`config.mk`:
```
export PLATFORM = sky130hd
export DESIGN_NAME = avalon_burst_arbiter
export DESIGN_NICKNAME = d
export VERILOG_FILES = /design/src/rtl/avalon_arb_pkg.sv /design/src/rtl/avalon_burst_arbiter_rr_pick.sv /design/src/rtl/avalon_burst_arbiter.sv
export SDC_FILE = /design/constraint.sdc
export NUM_CORES = 1
export LEC_CHECK = 0
export BUFFER_PORTS_ARGS = -buffer_cell sky130_fd_sc_hd__buf_2
export CORE_AREA = 2 2 129 131
export DETAILED_ROUTE_END_ITERATION = 16
export DIE_AREA = 0 0 131 133
export SYNTH_ARGS = -nofsm -noshare
export SYNTH_HDL_FRONTEND = slang
export SYNTH_SLANG_ARGS = --single-unit
```
`constraint.sdc`:
```
create_clock -name clk -period 2 [get_ports clk]
set_clock_uncertainty 0.2 [all_clocks]
set_input_delay 0 -clock clk [delete_from_list [all_inputs] [get_ports clk]]
set_output_delay 0 -clock clk [all_outputs]
set_load 0.05 [all_outputs]
```
`src/rtl/avalon_arb_pkg.sv`:
```
`default_nettype none
// ============================================================================
// Module   : avalon_arb_pkg
// Function : Shared types and helpers for the Avalon-MM burst arbiter.
// Revision : 1.0 - initial release
// ============================================================================
package avalon_arb_pkg;

    localparam int MAX_HOSTS = 8;

    typedef enum logic [1:0] {
        IDLE    = 2'd0,
        GRANT   = 2'd1,
        RD_DATA = 2'd2,
        WR_DATA = 2'd3
    } arb_state_t;

    function automatic logic [2:0] onehot2idx(input logic [MAX_HOSTS-1:0] oh);
        logic [2:0] idx;
        idx = '0;
        for (int i = 0; i < MAX_HOSTS; i++) begin
            if (oh[i]) idx = idx | 3'(i);
        end
        return idx;
    endfunction

endpackage
`default_nettype wire

```
`src/rtl/avalon_burst_arbiter_rr_pick.sv`:
```
`default_nettype none
// ============================================================================
// Module   : rr_pick
// Function : Combinational round-robin pick; first requester at or after
//            rr_ptr wins, optionally preceded by a fixed host-0 priority.
// Revision : 1.0 - initial release
// ============================================================================
module rr_pick
    import avalon_arb_pkg::*;
#(
    parameter int NUM_HOSTS = 2,
    parameter int IDX_W     = 1
) (
    input  logic [NUM_HOSTS-1:0] req,
    input  logic [IDX_W-1:0]     rr_ptr,
    input  logic                 prio0,
    output logic [NUM_HOSTS-1:0] winner
);

    logic [IDX_W-1:0] w_idx;
    logic             w_found;

    always_comb begin
        winner  = '0;
        w_found = 1'b0;
        w_idx   = '0;
        if (prio0 && req[0]) begin
            winner[0] = 1'b1;
            w_found   = 1'b1;
        end
        for (int k = 0; k < NUM_HOSTS; k++) begin
            w_idx = IDX_W'((int'(rr_ptr) + k) % NUM_HOSTS);
            if (!w_found && req[w_idx]) begin
                winner[w_idx] = 1'b1;
                w_found       = 1'b1;
            end
        end
    end

endmodule
`default_nettype wire

```
`src/rtl/avalon_burst_arbiter.sv`:
```
`default_nettype none
// ============================================================================
// Module   : avalon_burst_arbiter
// Function : N-host to 1-agent Avalon-MM burst arbiter, registered round-robin
//            grant held for a whole burst. AVALON_ARB_PRIO0_EN gives host 0
//            fixed priority at arbitration time.
// Revision : 1.0 - initial release
// ============================================================================
module avalon_burst_arbiter
    import avalon_arb_pkg::*;
#(
    parameter int NUM_HOSTS = 2,
    parameter int ADDR_W    = 32,
    parameter int DATA_W    = 32,
    parameter int BURST_W   = 5
) (
    input  logic                            clk,
    input  logic                            reset,
    input  logic [NUM_HOSTS*ADDR_W-1:0]     h_address,
    input  logic [NUM_HOSTS*DATA_W/8-1:0]   h_byteenable,
    input  logic [NUM_HOSTS-1:0]            h_read,
    input  logic [NUM_HOSTS-1:0]            h_write,
    input  logic [NUM_HOSTS*DATA_W-1:0]     h_writedata,
    input  logic [NUM_HOSTS*BURST_W-1:0]    h_burstcount,
    output logic [NUM_HOSTS*DATA_W-1:0]     h_readdata,
    output logic [NUM_HOSTS-1:0]            h_waitrequest,
    output logic [NUM_HOSTS-1:0]            h_readdatavalid,
    output logic [ADDR_W-1:0]               m_address,
    output logic [DATA_W/8-1:0]             m_byteenable,
    output logic                            m_read,
    output logic                            m_write,
    output logic [DATA_W-1:0]               m_writedata,
    output logic [BURST_W-1:0]              m_burstcount,
    input  logic [DATA_W-1:0]               m_readdata,
    input  logic                            m_waitrequest,
    input  logic                            m_readdatavalid,
    output logic [NUM_HOSTS-1:0]            grant
);

    localparam int                 BE_W  = DATA_W / 8;
    localparam int                 IDX_W = (NUM_HOSTS > 1) ? $clog2(NUM_HOSTS) : 1;
    localparam logic [BURST_W-1:0] c_ONE = BURST_W'(1);

    arb_state_t             r_state, w_state_nxt;
    logic [NUM_HOSTS-1:0]   r_grant, w_grant_nxt, w_req, w_winner;
    logic [IDX_W-1:0]       r_rr_ptr, w_rr_nxt, w_owner, w_owner_inc;
    logic [BURST_W-1:0]     r_beat_cnt, w_beat_nxt, r_len, w_len_nxt, w_cmd_len, w_cnt_inc;
    logic                   w_own_read, w_own_write, w_done, w_prio0;
    logic                   w_pass_wait, w_rd_phase;

`ifdef AVALON_ARB_PRIO0_EN
    assign w_prio0 = 1'b1;
`else
    assign w_prio0 = 1'b0;
`endif

    assign w_req = h_read | h_write;

    rr_pick #(
        .NUM_HOSTS (NUM_HOSTS),
        .IDX_W     (IDX_W)
    ) u_rr_pick (
        .req    (w_req),
        .rr_ptr (r_rr_ptr),
        .prio0  (w_prio0),
        .winner (w_winner)
    );

    assign w_owner     = IDX_W'(onehot2idx(MAX_HOSTS'(r_grant)));
    assign w_owner_inc = IDX_W'((int'(w_owner) + 1) % NUM_HOSTS);

    // One-hot mux of the owner's command; everything reads zero when idle.
    always_comb begin
        m_address    = '0;
        m_byteenable = '0;
        m_writedata  = '0;
        m_burstcount = '0;
        w_own_read   = 1'b0;
        w_own_write  = 1'b0;
        for (int i = 0; i < NUM_HOSTS; i++) begin
            if (r_grant[i]) begin
                m_address    = h_address[i*ADDR_W +: ADDR_W];
                m_byteenable = h_byteenable[i*BE_W +: BE_W];
                m_writedata  = h_writedata[i*DATA_W +: DATA_W];
                m_burstcount = h_burstcount[i*BURST_W +: BURST_W];
                w_own_read   = h_read[i];
                w_own_write  = h_write[i];
            end
        end
    end

    assign m_read      = (r_state == GRANT) && w_own_read;
    assign m_write     = ((r_state == GRANT) && w_own_write && !w_own_read) ||
                         ((r_state == WR_DATA) && w_own_write);
    assign w_pass_wait = (r_state == GRANT) || (r_state == WR_DATA);
    assign w_rd_phase  = (r_state == RD_DATA);
    assign w_cmd_len   = (m_burstcount == '0) ? c_ONE : m_burstcount;
    assign w_cnt_inc   = r_beat_cnt + c_ONE;
    assign grant       = r_grant;

    always_comb begin
        w_state_nxt = r_state;
        w_grant_nxt = r_grant;
        w_rr_nxt    = r_rr_ptr;
        w_beat_nxt  = r_beat_cnt;
        w_len_nxt   = r_len;
        w_done      = 1'b0;
        case (r_state)
            IDLE: begin
                if (|w_req) begin
                    w_grant_nxt = w_winner;
                    w_state_nxt = GRANT;
                end
            end
            GRANT: begin
                if (w_own_read && !m_waitrequest) begin
                    w_len_nxt   = w_cmd_len;
                    w_beat_nxt  = '0;
                    w_state_nxt = RD_DATA;
                end else if (w_own_write && !m_waitrequest) begin
                    w_len_nxt  = w_cmd_len;
                    w_beat_nxt = c_ONE;
                    if (w_cmd_len == c_ONE) w_done = 1'b1;
                    else                    w_state_nxt = WR_DATA;
                end else if (!w_own_read && !w_own_write) begin
                    // Host withdrew before acceptance: release without advancing rr_ptr.
                    w_state_nxt = IDLE;
                    w_grant_nxt = '0;
                end
            end
            RD_DATA: begin
                if (m_readdatavalid) begin
                    w_beat_nxt = w_cnt_inc;
                    if (w_cnt_inc == r_len) w_done = 1'b1;
                end
            end
            WR_DATA: begin
                if (w_own_write && !m_waitrequest) begin
                    w_beat_nxt = w_cnt_inc;
                    if (w_cnt_inc == r_len) w_done = 1'b1;
                end
            end
            default: w_state_nxt = IDLE;
        endcase
        if (w_done) begin
            w_state_nxt = IDLE;
            w_grant_nxt = '0;
`ifdef AVALON_ARB_PRIO0_EN
            if (w_owner != '0) w_rr_nxt = w_owner_inc;
`else
            w_rr_nxt = w_owner_inc;
`endif
        end
    end

    always_ff @(posedge clk or posedge reset) begin
        if (reset) begin
            r_state    <= IDLE;
            r_grant    <= '0;
            r_rr_ptr   <= '0;
            r_beat_cnt <= '0;
            r_len      <= '0;
        end else begin
            r_state    <= w_state_nxt;
            r_grant    <= w_grant_nxt;
            r_rr_ptr   <= w_rr_nxt;
            r_beat_cnt <= w_beat_nxt;
            r_len      <= w_len_nxt;
        end
    end

    generate
        for (genvar gi = 0; gi < NUM_HOSTS; gi++) begin : g_host
            assign h_waitrequest[gi]   = (r_grant[gi] && w_pass_wait) ? m_waitrequest : 1'b1;
            assign h_readdatavalid[gi] = r_grant[gi] && w_rd_phase && m_readdatavalid;
            assign h_readdata[gi*DATA_W +: DATA_W] = (r_grant[gi] && w_rd_phase) ? m_readdata : '0;
        end
    endgenerate

endmodule
`default_nettype wire

```
Word-level counts from Yosys, hierarchy flattened
Index checks and enable logic that the tools add are counted.
{"block": "classes", "n_addsub": 3, "order_cmp": 4, "n_eq_ne": 14, "mux": 55, "bitwise": 2, "n_reduce_logical": 32}
{"operator": "32-bit two-way mux", "n": 6}
{"operator": "5-bit two-way mux", "n": 9}
{"operator": "2-bit two-way mux", "n": 12}
{"operator": "1-bit two-way mux", "n": 20}
{"operator": "1-bit logical AND", "n": 16}
{"operator": "5-bit one-hot mux with 3 select lines", "n": 1}
{"operator": "3-bit != test, second input constant", "n": 3}
{"operator": "4-bit two-way mux", "n": 2}
{"operator": "2-bit one-hot mux with 2 select lines", "n": 2}
{"operator": "4-bit AND reduction", "n": 2}
{"operator": "3-bit nonzero test", "n": 2}
{"operator": "5-bit by 1-bit adder with 5-bit output, second input constant", "n": 1}
{"operator": "5-bit by 1-bit equality test with 1-bit output, second input constant", "n": 1}
{"operator": "5-bit equality test", "n": 1}
{"operator": "5-bit logical NOT", "n": 1}
{"operator": "5-bit by 2-bit != test with 1-bit output, second input constant", "n": 1}
{"operator": "5-bit != test, second input constant", "n": 1}
{"operator": "5-bit AND reduction", "n": 1}
{"operator": "2-bit equality test, second input constant", "n": 2}
{"operator": "1-bit logical NOT", "n": 4}
{"operator": "1-bit by 2-bit < comparator with 1-bit output, second input constant", "n": 2}
{"operator": "2-bit OR", "n": 2}
{"operator": "3-bit by 1-bit != test with 1-bit output, second input constant", "n": 1}
{"operator": "3-bit by 2-bit != test with 1-bit output, second input constant", "n": 1}
{"operator": "12 further kinds", "n": 16}
{"block": "totals", "register_bits": 15, "input_bits": 186, "output_inout_bits": 145, "wordCells": 115}

Longest topological paths before layout
{"block": "logic_depth", "ltp_word": 11, "depth_mapped": 8, "depth_no_buf": 6}

Hierarchy
Synthesis repeated with hierarchy kept, for this count alone.
{"block": "unflattened", "hier_cells": 286, "hier_area_um2": 2200.9}
{"module": "avalon_burst_arbiter", "instances": 1, "cells_per_inst": 282, "area_each_um2": 2170.8}
{"module": "rr_pick", "instances": 1, "cells_per_inst": 4, "area_each_um2": 30.0}

Worst setup path after synthesis
OpenSTA, ideal clock, no wires.
{"block": "synth_path", "path_type": "reg-to-output", "start": "reg r_grant[0] (netlist: grant[0])", "end": "out m_write", "arrival_time_ns": 2.248, "required_ns": 1.800, "path_slack_ns": -0.448, "path_stages_with_launch": 5, "path_buffers": 1, "cell_sequence": "dfrtp_1 -> buf_4 -> nand2_1 -> o21ai_0 -> nor3b_1"}
{"block": "synth_via", "elab_chain_cells": 5, "word_cells_on_any_way": 9, "cone_classes": "mux: 4; reduce/logical: 5"}
{"item": "from (decl)", "line": "avalon_burst_arbiter.sv:45", "source": "logic [NUM_HOSTS-1:0] r_grant, w_grant_nxt, w_req, w_winner;"}
{"item": "from (signal assigned)", "line": "avalon_burst_arbiter.sv:165", "source": "r_grant <= w_grant_nxt;"}
{"item": "1-bit two-way mux (2 in series)", "line": "avalon_burst_arbiter.sv:81", "source": "if (r_grant[i]) begin"}
{"item": "1-bit logical AND / 1-bit logical NOT (equally long branches)", "line": "avalon_burst_arbiter.sv:93", "source": "assign m_write = ((r_state == GRANT) && w_own_write && !w_own_read) ||"}
{"item": "1-bit logical AND", "line": "avalon_burst_arbiter.sv:93"}
{"item": "1-bit logical OR (*)", "line": "avalon_burst_arbiter.sv:93"}
{"item": "to (decl)", "line": "avalon_burst_arbiter.sv:31", "source": "output logic m_write,"}
Every way passes the cells marked *; elsewhere a longest branch is shown, timed or not.

Worst setup path in the final report
{"block": "layout_path", "start": "reg r_beat_cnt[1]", "end": "reg r_state[0]"}
{"block": "layout_via", "elab_chain_cells": 7, "word_cells_on_any_way": 12, "cone_classes": "add/sub: 1; eq/ne: 4; mux: 5; reduce/logical: 2"}
{"item": "from (decl)", "line": "avalon_burst_arbiter.sv:47", "source": "logic [BURST_W-1:0] r_beat_cnt, w_beat_nxt, r_len, w_len_nxt, w_cmd_len, w_cnt_inc;"}
{"item": "from (signal assigned)", "line": "avalon_burst_arbiter.sv:167", "source": "r_beat_cnt <= w_beat_nxt;"}
{"item": "5-bit by 1-bit adder with 5-bit output (*)", "line": "avalon_burst_arbiter.sv:98", "source": "assign w_cnt_inc = r_beat_cnt + c_ONE;"}
{"item": "5-bit equality test (*)", "line": "avalon_burst_arbiter.sv:134, avalon_burst_arbiter.sv:140"}
{"item": "1-bit two-way mux (*)", "line": "avalon_burst_arbiter.sv:134, avalon_burst_arbiter.sv:140"}
{"item": "1-bit two-way mux, on equally long branches", "line": "avalon_burst_arbiter.sv:138, avalon_burst_arbiter.sv:132"}
{"item": "1-bit one-hot mux with 3 select lines (*)", "line": "avalon_burst_arbiter.sv:108", "source": "case (r_state)"}
{"item": "5-bit != test (no line) (tied with other cells)"}
{"item": "4-bit AND reduction (no line)"}
{"item": "to (signal assigned)", "line": "avalon_burst_arbiter.sv:164", "source": "r_state <= w_state_nxt;"}
{"item": "to (decl)", "line": "avalon_burst_arbiter.sv:44", "source": "arb_state_t r_state, w_state_nxt;"}
Marks and branches as above.
A chain may end at the register's enable or synchronous reset.

==> run summary <==
* outcome: completed
* number of buffers and inverters on the critical path: 1
* transition at the pin with the smallest max-transition slack: 0.5974 ns
* endpoint arrival time on the critical path: 1.89 ns
* number of max-slew violations in the final report: 0
* Detailed Routing Iterations Pass 1: 4
* antenna violations before repair: 3
* mean number of vias per cell: 4.245
* number of global-route vias before repair: 3173
* area share of and/or/nand/nor cells after synthesis: 0.3074
* hpwl dp: 11.89 mm
* hold worst-path end: grant[0]
* Root Buffer Master: sky130_fd_sc_hd__clkbuf_16
* category of the most critical setup path: flip-flop to flip-flop
* synthesized flop and latch total: 15
* Hold Violations, Final: 0
* iteration-0 DRC count of the detailed router: 103
* required time at the endpoint of the critical path: 1.93 ns
* CP max-delay cell: sky130_fd_sc_hd__dfrtp_1
* capturing element type of the critical path: flip-flop
* clk sink count: 15
* Critical Path Source Type: flip-flop
* arithmetic-cell share of the synthesized area counting full adders, half adders and majority gates: 0.005640
* Hold Crit Depth: 4
* Syn-to-layout area delta: 114.5%
* Hold WC Path Type: primary input to flip-flop
* length of routed met2 wiring: 6.816 mm
* weighted congestion at the end of routability-driven global placement: 0.8429
* DR WL/cell: 16.59 um
* TritonCTS buffer count: 3
* clock latency of the later-clocked register in the worst-skew pair: 0.25 ns
* family with the most delay on the worst path: compound AO/OA/AOI/OAI gates
* remaining antenna violation count: 0
* largest family of logic cells by synthesized area: compound AO/OA/AOI/OAI gates
* top cell type's share of synthesized area: 0.2803
* highest routed layer: met5
* crit-path cells: ha_4, o21ba_2, a221oi_2, o2111ai_1, buf_4, a31o_2
* total die area: 17420 um2
* clock tree from TritonCTS: done
* Initial Utilization: 0.1372
* period utilisation layout: 0.9795
* share of synthesized area spent on multiplexers: 0.02482
* detailed-routing wirelength on met1: 5.672 mm
* peak fanout along the critical path: 6
* number of top-level design ports: 331
* FF-to-FF End: r_state[0]
* Die Y: 133 um
* Static Leak: 2.626 nW
* maximum clock frequency: 510.5 MHz
* Register-to-Register Path Depth: 6
* wire length of the first global-routing pass: 18.25 mm
* reported max-cap violation count: 0
* leading area contributor after synthesis: sky130_fd_sc_hd__a22o_1
* pin count of the biggest net entering global routing: 44
* Placement Rows: 47
* setup slack of the most critical reg-to-reg path: 0.04 ns
* H-Tree Level Count: 1
* DIE WIDTH: 131 um
* share of layout cells above drive strength 1: 0.6683
* worst-case headroom to the max-slew limit: 0.6013
* met3 wire len: 1.236 mm
* post-synthesis sequential area ratio: 0.1692
* Port Buffer Count: 330
* Remaining Overflow, GRT: 0
* synthesized-area fraction occupied by xor and xnor cells: 0.01974
* net count after synthesis: 471
* post-synthesis compound-gate area fraction: 0.4033
* post-synth design cell area: 2218 um2
* Pwr per Cell Area: 1566 nW/um2
* cell types with the largest area share after synthesis: sky130_fd_sc_hd__a22o_1 28%, sky130_fd_sc_hd__and2_1 19%, sky130_fd_sc_hd__dfrtp_1 17%
* startpoint of the tightest hold check path: h_write[0]
* setup-violating endpoint count in the final report: 0
* final hold slack: 0.01852 ns
* number of nets in the finished design: 800
* Residual DRC: 0
* Total Negative Setup Slacks: 0 ns
* IR drop worst, VDD: 0.0007898 V
* worst-case clock buffer depth: 2
* total global routing track utilization: 0.1393
* clock edge transition at the registers on the reported setup and hold paths: 0.05 ns
* final period demand of the worst path: 1.959 ns
* total vias in the final route: 3540
* wire length after detailed routing: 13.83 mm
* mean area per synthesized cell: 7.811 um2
* Synth Instances: 284
* placeable core region: 16170 um2
* max incr delay on CP: 0.41 ns
* count of distinct cell types in the synthesized netlist: 47
* critical register-to-register path startpoint: r_beat_cnt[1]
* total of warnings raised by yosys: 0
metrics by stage:
step	total power, mW	instance area [um2]	setup WS (ns)	std cells	util
final	7.451	4758	0.04097	834	0.2942
after global placement	6.800	4463	-0.1606	818	0.2760
after floorplan	4.947	2280	-0.01721	284	-
after detailed placement	6.833	4463	-0.1632	818	0.2760
after CTS	7.294	4616	0.007639	828	0.2854
after global routing	7.820	4753	-0.02341	832	0.2939
worst register-to-register path, stage by stage, from the launching register on:
cell,delay [ns]
sky130_fd_sc_hd__dfrtp_1,0.41
sky130_fd_sc_hd__ha_4,0.19
sky130_fd_sc_hd__o21ba_2,0.20
sky130_fd_sc_hd__a221oi_2,0.26
sky130_fd_sc_hd__o2111ai_1,0.16
sky130_fd_sc_hd__buf_4,0.19
sky130_fd_sc_hd__a31o_2,0.25
placed cells by master (no fill, tap or decap), drive strengths merged, types with 2 or more instances in the layout:
cell type,synthesis,final
a31o,3,3
clkbuf,18,27
buf,13,327
nand2,20,20
a32o,3,3
and3,2,2
dfrtp,15,15
nand3b,5,5
mux2,4,4
xnor2,3,3
a22o,72,72
nand3,3,3
nor2,10,10
o2111ai,2,2
diode,0,2
dlygate4sd3,0,5
inv,4,4
o21ai,10,10
nor2b,2,2
and2,67,67
a21oi,5,5
nor3b,2,2
xor2,2,2
or4,2,2
what timing repair did:
action                                  CTS  global route
hold buffers                              5             0
buffers inserted                          1             3
pin swaps                                 2             1
cloned                                    0             1
resized for setup                         5            30
endpoints found under the hold margin    18             0
endpoints found under the setup margin   48           107
final cells by class:
class	count	area (um2)
Clock buffer	4	78.83
Timing Repair Buffer	355	2227
Antenna cell	2	5.005
Sequential cell	15	379.1
Tap cell	220	275.3
Inverter	4	15.01
Fill cell	1741	11410
Multi-Input combinational cell	234	1778
registers in the layout, indices dropped and copies added (netlist names):
| signal | count |
|---|---|
| r_len | 5 |
| r_state | 2 |
| grant | 2 |
| r_beat_cnt | 5 |
| r_rr_ptr | 1 |
cells by family (layout without fill, tap and decap cells):
logic type / after synthesis / count (layout)
buffers and inverters: 35 / 363
flip-flops: 15 / 15
XOR/XNOR: 5 / 5
other: 0 / 2
AO/OA/AOI/OAI: 106 / 106
AND/OR/NAND/NOR: 117 / 117
adder cells (fa/ha/maj): 1 / 1
multiplexers: 5 / 5
layer usage:
layer / track usage / vias up
li1: - / 1719
met1: 0.1713 / 1594
met2: 0.2519 / 217
met3: 0.02628 / 8
met4: 0.02423 / 2
met5: 0 / -
cells in the mapped netlist, drive strengths merged:
cell     instances
o2111ai          2
xnor2            3
and2            67
mux2i            1
a211oi           1
inv              4
nand2b           1
a22oi            1
mux2             4
nor4b            1
a221oi           1
nand3            3
nor2b            2
a22o            72
nand2           20
a32o             3
dfrtp           15
o21ba            1
and3             2
clkbuf          18
o31ai            1
o221ai           1
buf             13
a311oi           1
or4              2
or3b             1
nor3b            2
o21ai           10
ha               1
o21a             1
a2111oi          1
nor2            10
nand3b           5
o31a             1
a31o             3
nand4bb          1
a21oi            5
o22ai            1
xor2             2
report_power, final:
part           total, mW  switching (mW)  internal [mW]
Sequential         0.612           0.179          0.433
Clock              0.398           0.128          0.271
Combinational       6.44            4.26           2.18
Total               7.45            4.57           2.88
how the worst max path moves through the flow:
stage / from / end / slack, ns / depth (start not counted)
floorplan: r_beat_cnt[0] / r_state[0] / -0.02 / 5
global placement: r_beat_cnt[1] / r_state[0] / -0.16 / 5
detailed placement: r_beat_cnt[1] / r_state[0] / -0.16 / 5
CTS: grant[1] / m_writedata[9] / 0.008 / 5
global route: r_beat_cnt[1] / r_state[0] / -0.02 / 6
finish: r_beat_cnt[1] / r_state[0] / 0.04 / 6
No activity file was read; power rests on OpenSTA's default activity.
